==> config.mk <==
export PLATFORM = sky130hd
export DESIGN_NAME = piezo_alert_arb_flat
export DESIGN_NICKNAME = d
export VERILOG_FILES = /design/src/rtl/piezo_alert_arb_pkg.sv /design/src/rtl/piezo_alert_arb_if.sv /design/src/rtl/piezo_alert_arb_repeat_tmr.sv /design/src/rtl/piezo_alert_arb.sv /design/src/flat_wrapper.sv
export SDC_FILE = /design/constraint.sdc
export NUM_CORES = 1
export LEC_CHECK = 0
export BUFFER_PORTS_ARGS = -buffer_cell sky130_fd_sc_hd__buf_2
export CAP_MARGIN = 20
export CORE_MARGIN = 3
export CORE_UTILIZATION = 60
export DETAILED_ROUTE_END_ITERATION = 8
export HOLD_SLACK_MARGIN = 0.03
export PLACE_DENSITY = 0.85
export SYNTH_ARGS = -nofsm -noshare
export SYNTH_HDL_FRONTEND = slang
export SYNTH_SLANG_ARGS = --single-unit
==> constraint.sdc <==
create_clock -name clk -period 4.75 [get_ports clk]
set_clock_uncertainty 0.1 [all_clocks]
set_input_delay 0.95 -clock clk [delete_from_list [all_inputs] [get_ports clk]]
set_output_delay 0.95 -clock clk [all_outputs]
set_load 0.05 [all_outputs]
==> src/rtl/piezo_alert_arb_pkg.sv <==
// Shared types and constants for the piezo alert path (arbiter and tone player).
// The arbiter's optional statistics counters are enabled with PIEZO_ARB_STATS_EN.
package piezo_pkg;

    typedef enum logic [1:0] {
        TUNE_NONE  = 2'd0,
        TUNE_STEER = 2'd1,
        TUNE_BATT  = 2'd2,
        TUNE_FAST  = 2'd3
    } tune_t;

    typedef enum logic [1:0] {
        ST_IDLE  = 2'd0,
        ST_PLAY  = 2'd1,
        ST_ABORT = 2'd2
    } arb_state_t;

    localparam int unsigned TMR_W          = 28;
    localparam int unsigned REPEAT_CYC_DEF = 150_000_000;
    localparam int unsigned FAST_SIM_INC   = 64;
    localparam int unsigned CNT_W          = 8;

    // Note half-periods in 50 MHz clocks, shared with the tone player.
    localparam int unsigned HP_G6 = 15_944;
    localparam int unsigned HP_C7 = 11_945;
    localparam int unsigned HP_E7 = 9_480;
    localparam int unsigned HP_G7 = 7_972;

    localparam int unsigned DUR_2_22 = 1 << 22;
    localparam int unsigned DUR_2_23 = 1 << 23;
    localparam int unsigned DUR_2_24 = 1 << 24;

    function automatic logic [TMR_W-1:0] tmr_step(input bit fast);
        return fast ? TMR_W'(FAST_SIM_INC) : TMR_W'(1);
    endfunction

endpackage

==> src/rtl/piezo_alert_arb_if.sv <==
// Alert and tone-player handshake bundle: monitors/player on one side, arbiter on the other.
interface piezo_alert_arb_if;
    import piezo_pkg::*;

    logic  too_fast;
    logic  batt_low;
    logic  en_steer;
    logic  tune_busy;
    logic  tune_done;
    logic  tune_start;
    tune_t tune_sel;
    logic  tune_abort;
    logic  active;

    modport master (
        input  too_fast, batt_low, en_steer, tune_busy, tune_done,
        output tune_start, tune_sel, tune_abort, active
    );

    modport slave (
        output too_fast, batt_low, en_steer, tune_busy, tune_done,
        input  tune_start, tune_sel, tune_abort, active
    );

endinterface

==> src/rtl/piezo_alert_arb_repeat_tmr.sv <==
// Saturating repeat-interval down-counter; rpt_done while the count sits at zero.
module repeat_tmr
    import piezo_pkg::*;
(
    input  logic             clk,
    input  logic             rst_n,
    input  logic             load,
    input  logic [TMR_W-1:0] rpt_cyc,
    input  logic [TMR_W-1:0] inc,
    output logic             rpt_done
);

    logic [TMR_W-1:0] tmr;

    // Load beats decrement; a remainder smaller than one step snaps to zero.
    always_ff @(posedge clk or negedge rst_n) begin
        if (!rst_n)
            tmr <= '0;
        else if (load)
            tmr <= rpt_cyc;
        else if (tmr < inc)
            tmr <= '0;
        else
            tmr <= tmr - inc;
    end

    assign rpt_done = (tmr == '0);

endmodule

==> src/rtl/piezo_alert_arb.sv <==
// Piezo alert arbiter: picks fast/battery/steer tunes by priority, preempts on too_fast,
// spaces battery/steer repeats. Define PIEZO_ARB_STATS_EN to add per-tune start counters.
module piezo_alert_arb
    import piezo_pkg::*;
#(
    parameter bit          fast_sim   = 1'b1,
    parameter int unsigned REPEAT_CYC = REPEAT_CYC_DEF
) (
    input  logic               clk,
    input  logic               rst_n,
    piezo_alert_arb_if.master  bus
`ifdef PIEZO_ARB_STATS_EN
    ,
    output logic [CNT_W-1:0]   cnt_fast,
    output logic [CNT_W-1:0]   cnt_batt,
    output logic [CNT_W-1:0]   cnt_steer
`endif
);

    localparam logic [TMR_W-1:0] RPT_VAL = TMR_W'(REPEAT_CYC);
    localparam logic [TMR_W-1:0] INC_VAL = tmr_step(fast_sim);

    arb_state_t state;
    logic       start_q;
    logic       abort_q;
    tune_t      sel_q;
    logic       active_q;
    logic       rpt_done;
    logic       load_rpt;

    // Only battery/steer starts reload the interval; a fast tune leaves it alone.
    always_comb begin
        load_rpt = (state == ST_IDLE) && !bus.too_fast && rpt_done &&
                   (bus.batt_low || bus.en_steer);
    end

    repeat_tmr u_tmr (
        .clk      (clk),
        .rst_n    (rst_n),
        .load     (load_rpt),
        .rpt_cyc  (RPT_VAL),
        .inc      (INC_VAL),
        .rpt_done (rpt_done)
    );

    always_ff @(posedge clk or negedge rst_n) begin
        if (!rst_n) begin
            state    <= ST_IDLE;
            start_q  <= 1'b0;
            abort_q  <= 1'b0;
            sel_q    <= TUNE_NONE;
            active_q <= 1'b0;
        end else begin
            start_q <= 1'b0;
            abort_q <= 1'b0;
            unique case (state)
                ST_IDLE: begin
                    if (bus.too_fast) begin
                        start_q  <= 1'b1;
                        sel_q    <= TUNE_FAST;
                        active_q <= 1'b1;
                        state    <= ST_PLAY;
                    end else if (load_rpt) begin
                        start_q  <= 1'b1;
                        sel_q    <= bus.batt_low ? TUNE_BATT : TUNE_STEER;
                        active_q <= 1'b1;
                        state    <= ST_PLAY;
                    end
                end
                ST_PLAY: begin
                    // A normal completion in the same cycle as too_fast wins; IDLE then serves it.
                    if (bus.tune_done) begin
                        sel_q    <= TUNE_NONE;
                        active_q <= 1'b0;
                        state    <= ST_IDLE;
                    end else if (bus.too_fast && sel_q != TUNE_FAST) begin
                        abort_q <= 1'b1;
                        state   <= ST_ABORT;
                    end
                end
                ST_ABORT: begin
                    if (!bus.tune_busy) begin
                        sel_q    <= TUNE_NONE;
                        active_q <= 1'b0;
                        state    <= ST_IDLE;
                    end
                end
                default: begin
                    sel_q    <= TUNE_NONE;
                    active_q <= 1'b0;
                    state    <= ST_IDLE;
                end
            endcase
        end
    end

    assign bus.tune_start = start_q;
    assign bus.tune_abort = abort_q;
    assign bus.tune_sel   = sel_q;
    assign bus.active     = active_q;

`ifdef PIEZO_ARB_STATS_EN
    localparam logic [CNT_W-1:0] CNT_MAX = '1;

    always_ff @(posedge clk or negedge rst_n) begin
        if (!rst_n) begin
            cnt_fast  <= '0;
            cnt_batt  <= '0;
            cnt_steer <= '0;
        end else if (start_q) begin
            unique case (sel_q)
                TUNE_FAST:  if (cnt_fast  != CNT_MAX) cnt_fast  <= cnt_fast  + 1'b1;
                TUNE_BATT:  if (cnt_batt  != CNT_MAX) cnt_batt  <= cnt_batt  + 1'b1;
                TUNE_STEER: if (cnt_steer != CNT_MAX) cnt_steer <= cnt_steer + 1'b1;
                default: ;
            endcase
        end
    end
`endif

endmodule

==> src/flat_wrapper.sv <==
// flat-port wrapper written by rule: the top's interface ports become plain ports
module piezo_alert_arb_flat import piezo_pkg::*;
#(
    parameter bit          fast_sim   = 1'b1,
    parameter int unsigned REPEAT_CYC = REPEAT_CYC_DEF
)
  (clk, rst_n, bus_too_fast, bus_batt_low, bus_en_steer, bus_tune_busy, bus_tune_done, bus_tune_start, bus_tune_sel, bus_tune_abort, bus_active);
  piezo_alert_arb_if bus_i ();
  input  logic clk;
  input  logic rst_n;
  input wire logic [$bits(bus_i.too_fast)-1:0] bus_too_fast;
  input wire logic [$bits(bus_i.batt_low)-1:0] bus_batt_low;
  input wire logic [$bits(bus_i.en_steer)-1:0] bus_en_steer;
  input wire logic [$bits(bus_i.tune_busy)-1:0] bus_tune_busy;
  input wire logic [$bits(bus_i.tune_done)-1:0] bus_tune_done;
  output wire logic [$bits(bus_i.tune_start)-1:0] bus_tune_start;
  output wire logic [$bits(bus_i.tune_sel)-1:0] bus_tune_sel;
  output wire logic [$bits(bus_i.tune_abort)-1:0] bus_tune_abort;
  output wire logic [$bits(bus_i.active)-1:0] bus_active;
  assign bus_i.too_fast = bus_too_fast;
  assign bus_i.batt_low = bus_batt_low;
  assign bus_i.en_steer = bus_en_steer;
  assign bus_i.tune_busy = bus_tune_busy;
  assign bus_i.tune_done = bus_tune_done;
  assign bus_tune_start = bus_i.tune_start;
  assign bus_tune_sel = bus_i.tune_sel;
  assign bus_tune_abort = bus_i.tune_abort;
  assign bus_active = bus_i.active;
  piezo_alert_arb #(.fast_sim(fast_sim), .REPEAT_CYC(REPEAT_CYC)) u_core (.clk(clk), .rst_n(rst_n), .bus(bus_i));
endmodule
## Word level (Yosys, flattened, before mapping)

Cells that the tools add are included.

- Word-level logic and storage cells: 49
- Output and inout bits: 5
- Input bits: 7
- Register bits: 35

- Order comparisons: 1
- Add/sub/neg operators: 1
- Reductions and logical operators: 10
- Equality and inequality tests: 7
- Mux-type cells: 24

Operators by type and width:

| kind | count |
|---|---|
| 2-to-1 mux 28 bit | 2 |
| zero test 28 bit | 1 |
| < comparator 28 x 7 -> 1 bit (second input constant) | 1 |
| subtractor 28 x 7 -> 28 bit (second input constant) | 1 |
| 2-to-1 mux 2 bit | 9 |
| case mux 2 bit (3 select lines) | 2 |
| 2-to-1 mux 1 bit | 10 |
| inequality test 2 bit (second input constant) | 3 |
| inequality test 3 x 2 -> 1 bit (second input constant) | 2 |
| AND reduction 3 bit | 2 |
| logical AND 1 bit | 4 |
| case mux 1 bit (3 select lines) | 1 |
| equality test 2 x 1 -> 1 bit (second input constant) | 1 |
| equality test 2 bit (second input constant) | 1 |
| zero test 2 bit | 1 |
| zero test 1 bit | 1 |
| logical OR 1 bit | 1 |

## Logic depth before layout (Yosys ltp)

- Word-level depth: 7
- Mapped depth: 7

## Modules after synthesis

Synthesis repeated with hierarchy kept, for this count alone.

- Cell total of the unflattened synthesis: 379
- Area total of the unflattened synthesis: 3093.0 um^2

Modules (own cells, without submodules):

| module | cells an instance | area an instance (um^2) | times used |
|---|---|---|---|
| repeat_tmr | 348 | 2778.9 | 1 |
| piezo_alert_arb | 31 | 314.1 | 1 |

## Worst setup path before layout

No wires, ideal clock.

- Path kind: register -> register
- Start: reg u_core.u_tmr.tmr[6]
- End: reg u_core.state[0]
- Buffers on the path: 1
- Arrival: 1814 ps
- Data required time: 4556 ps
- Slack: 2742 ps
- Setup time: 94 ps
- Cell stages (with the launch flop): 8
- Cell sequence: dfrtp_1 -> inv_1 -> ha_1 -> nor3b_4 -> nand2_2 -> or3_1 -> buf_2 -> a221oi_2

- Cells in the longest elaborated chain, start to end: 5

Ends and longest elaborated chain:

| element | RTL line | RTL |
|---|---|---|
| from (decl) | piezo_alert_arb_repeat_tmr.sv:13 | `logic [TMR_W-1:0] tmr;` |
| from (signal assigned) | piezo_alert_arb_repeat_tmr.sv:20 | `tmr <= rpt_cyc;` |
| from (signal assigned) | piezo_alert_arb_repeat_tmr.sv:24 | `tmr <= tmr - inc;` |
| zero test 28 bit | piezo_alert_arb_repeat_tmr.sv:27 | `assign rpt_done = (tmr == '0);` |
| logical AND 1 bit (2 in a row) | piezo_alert_arb.sv:33 | `load_rpt = (state == ST_IDLE) && !bus.too_fast && rpt_done &&` |
| inequality test 3 x 2 -> 1 bit (no source line) | n/a |  |
| AND reduction 3 bit (no source line) | n/a |  |
| to (signal assigned) | piezo_alert_arb.sv:48 | `state <= ST_IDLE;` |
| to (signal assigned) | piezo_alert_arb.sv:62 | `state <= ST_PLAY;` |
| to (signal assigned) | piezo_alert_arb.sv:67 | `state <= ST_PLAY;` |
| to (decl) | piezo_alert_arb.sv:23 | `arb_state_t state;` |

Every way passes these cells.
A chain may end at the register's enable or synchronous reset.

## Final worst setup path

- Start: reg u_core.u_tmr.tmr[6]
- End: reg u_core.u_tmr.tmr[7]

- Cells in the longest elaborated chain, start to end: 4
- Elaborated cells between the ends (all ways): 7
- Classes of those cells: 1 x add/sub; 1 x order compare; 2 x mux; 3 x reduce/logical

Ends and longest elaborated chain:

| element | RTL line | RTL |
|---|---|---|
| parallel branches: the longest is 3 deep, another holds subtractor 28 x 7 -> 28 bit | n/a |  |
| 2-to-1 mux 28 bit (*) | piezo_alert_arb_repeat_tmr.sv:19 | `else if (load)` |

Every way passes the cells marked *.

==> results.sh <==
export IMPL_status="finished, final reports clean"
export IMPL_hold_class="reg2reg"
export IMPL_grt_use_met1=0.268
export IMPL_fin_crit_sh=0.497
export IMPL_fp_row_count=17
export IMPL_endpoint_kind="register"
export IMPL_syn_area_per_cell_um2=10.2
export IMPL_area_growth_pct=8.70
export IMPL_top_usage_layer="met2"
export IMPL_yosys_register_bits=29
export IMPL_routedWlPerCell_um=14.7
export IMPL_initial_utilization=0.651
export IMPL_worst_ep_arrival_time_ns=2.42
export IMPL_portBuffers=11
export IMPL_grt_pass1_vias=1175
export IMPL_max_slew_margin=0.478
export IMPL_synthCells=146
export IMPL_layout_common_cells="dfrtp_1 (29), nor2_1 (24), buf_2 (11)"
export IMPL_die_w_um=55.9
export IMPL_p_total_mw=0.964
export IMPL_finalSetupViolCount=0
export IMPL_gr_usage_all_layers=0.210
export IMPL_synth_warnings=0
export IMPL_path_class="reg2reg"
export IMPL_antenna_found_initial=0
export IMPL_cts_inserted_buffers=5
export IMPL_layout_commonest_cell="dfrtp_1"
export IMPL_required_ns=4.81
export IMPL_grt_first_pass_wirelength_um=5030
export IMPL_cts_tree="yes"
export IMPL_worst_slack_ns=2.39
export IMPL_vias=1171
export IMPL_drive_gt1_frac=0.172
export IMPL_cts_setup_buffers=0
export IMPL_antenna_diode_count=0
export IMPL_grt_max_degree=30
export IMPL_power_density_mw_per_mm2=593
export IMPL_ant_nets=0
export IMPL_nNetsFinal=170
export IMPL_cts_root_buf="clkbuf_4"
export IMPL_htreeDepth=2
export IMPL_p_leak_nw=0.664
export IMPL_place_ws_ns=2.41
export IMPL_use_met2=0.321
export IMPL_period_minus_slack_ns=2.36
export IMPL_viasPerCell=6.13
export IMPL_ios=12
export IMPL_clk_latency_ns=0.32
export IMPL_fmax_mhz=424
export IMPL_dp_cells=183
export IMPL_drtPass1Iterations=4
export IMPL_use_met3=0.0557
export IMPL_drt_total_wl_um=2810
export IMPL_syn_nets=154
export IMPL_finalSetupTns_ns=0
export IMPL_drc=0
export IMPL_worst_r2r_setup_slack_ns=2.39
export IMPL_cts_resized=0
export IMPL_drv_cap=0
export IMPL_gp_congestion=0.902
export IMPL_drt_iter0_markers=31
export IMPL_utilization=0.708
export IMPL_hold_viol_final=0
export IMPL_dieArea_mm2=0.00313
export IMPL_post_dp_hpwl_um=2080
export IMPL_stdcell_count=191
export IMPL_worst_pin_slew_ns=0.780
export IMPL_die_height_um=55.9
export IMPL_grt_overflow_total=0
export IMPL_nFillCells=172
export IMPL_cts_sinks=29
export IMPL_worst_path_max_fanout=11
export IMPL_startpoint_type="register"
export IMPL_ys_seq_area_frac=0.485
export IMPL_rsz0062_at_grt="false"
export IMPL_final_max_slew_viol_count=0
export IMPL_path_clk_slew_ns=0.08
export IMPL_clk_path_buf_depth=2
export IMPL_netlist_area_mm2=0.00150
export IMPL_ir_drop_mv=0.486
export IMPL_post_synth_num_cell_types=40
export IMPL_core_mm2=0.00230
export IMPL_hold_buffers=0
-- cell usage after synthesis (all sizes together) --
| master | count | area share |
|---|---|---|
| a21oi | 5 | 0.017 |
| nand2 | 9 | 0.024 |
| nor3b | 2 | 0.021 |
| or2 | 1 | 0.0042 |
| o31ai | 4 | 0.020 |
| or3 | 4 | 0.017 |
| a31oi | 3 | 0.013 |
| a221oi | 1 | 0.010 |
| buf | 1 | 0.0033 |
| nor2 | 24 | 0.060 |
| nand2b | 1 | 0.0042 |
| nor3 | 3 | 0.021 |
| or4 | 4 | 0.020 |
| nand4 | 6 | 0.029 |
| or3b | 1 | 0.0059 |
| nor4 | 9 | 0.062 |
| inv | 4 | 0.010 |
| o211ai | 1 | 0.0050 |
| xnor2 | 3 | 0.018 |
| and2 | 1 | 0.0042 |
| dfrtp | 29 | 0.49 |
| clkbuf | 1 | 0.0025 |
| o21ai | 8 | 0.027 |
| a21boi | 1 | 0.0050 |
| o31a | 1 | 0.0059 |
| nand4b | 1 | 0.0059 |
| nand3b | 3 | 0.015 |
| mux2 | 1 | 0.0075 |
| xor2 | 7 | 0.041 |
| nand3 | 3 | 0.013 |
| ha | 1 | 0.0084 |
| a211oi | 3 | 0.015 |
-- area by class of cell --
cell class / instances / area (µm²) / share of cell area
Clock buffer: 8 / 48.8 / 0.0300
Tap cell: 28 / 35.0 / 0.0216
Inverter: 4 / 15.0 / 0.00924
Multi-Input combinational cell: 111 / 746 / 0.459
Sequential cell: 29 / 726 / 0.446
Timing Repair Buffer: 11 / 55.1 / 0.0339
-- final timing paths --
check	start	cells past startpoint	end
setup / recovery	u_core.u_tmr.tmr[6]	6	u_core.u_tmr.tmr[7]
hold / removal	u_core.state[1]	1	u_core.state[0]
setup reg to reg	u_core.u_tmr.tmr[6]	6	u_core.u_tmr.tmr[7]
hold reg to reg	u_core.state[1]	1	u_core.state[0]
max in group asynchronous	rst_n	1	u_core.u_tmr.tmr[19]
min in group asynchronous	rst_n	1	u_core.u_tmr.tmr[12]
-- flip-flops by register name, indices dropped and copies added (netlist names) --
name and cells:
u_core.bus.tune_abort 1, u_core.u_tmr.tmr 22, u_core.bus.tune_start 1, u_core.state 2, u_core.bus.active 1, u_core.bus.tune_sel 2
-- where the power goes --
part / switching [mW] / total, mW / internal, mW
Sequential: 0.125 / 0.465 / 0.340
Combinational: 0.218 / 0.364 / 0.146
Clock: 0.0762 / 0.135 / 0.0588
-- metal layers --
metal / routed length [µm] / vias to the layer above
li1: - / 572
met1: 1330 / 565
met2: 1300 / 26
met3: 117 / 8
met4: 61 / 0
met5: 0 / -
-- through the flow --
| step | hold slack (ns) | cell area (µm²) |
|---|---|---|
| finish | 0.394 | 1630 |
| global route | 0.419 | 1630 |
| CTS | 0.392 | 1630 |
| detailed placement | 0.381 | 1580 |
| global placement | 0.366 | 1580 |
| floorplan | 0.349 | 1500 |
-- cells by family after synthesis --
group,after synthesis,share of synthesized area
flip-flops,29,0.485
XOR/XNOR,10,0.0586
AO/OA/AOI/OAI,27,0.117
buffers and inverters,6,0.0159
multiplexers,1,0.00753
adder cells (fa/ha/maj),1,0.00837
AND/OR/NAND/NOR,72,0.307
-- critical path, cell delays in order (launching register included) --
cell	delay (ns)
dfrtp_1	0.44
inv_1	0.09
ha_1	0.19
nor3b_4	0.39
nand2_2	0.17
nor2_1	0.64
o21ai_0	0.18
Note: power is estimated with default switching activity, not from simulation.
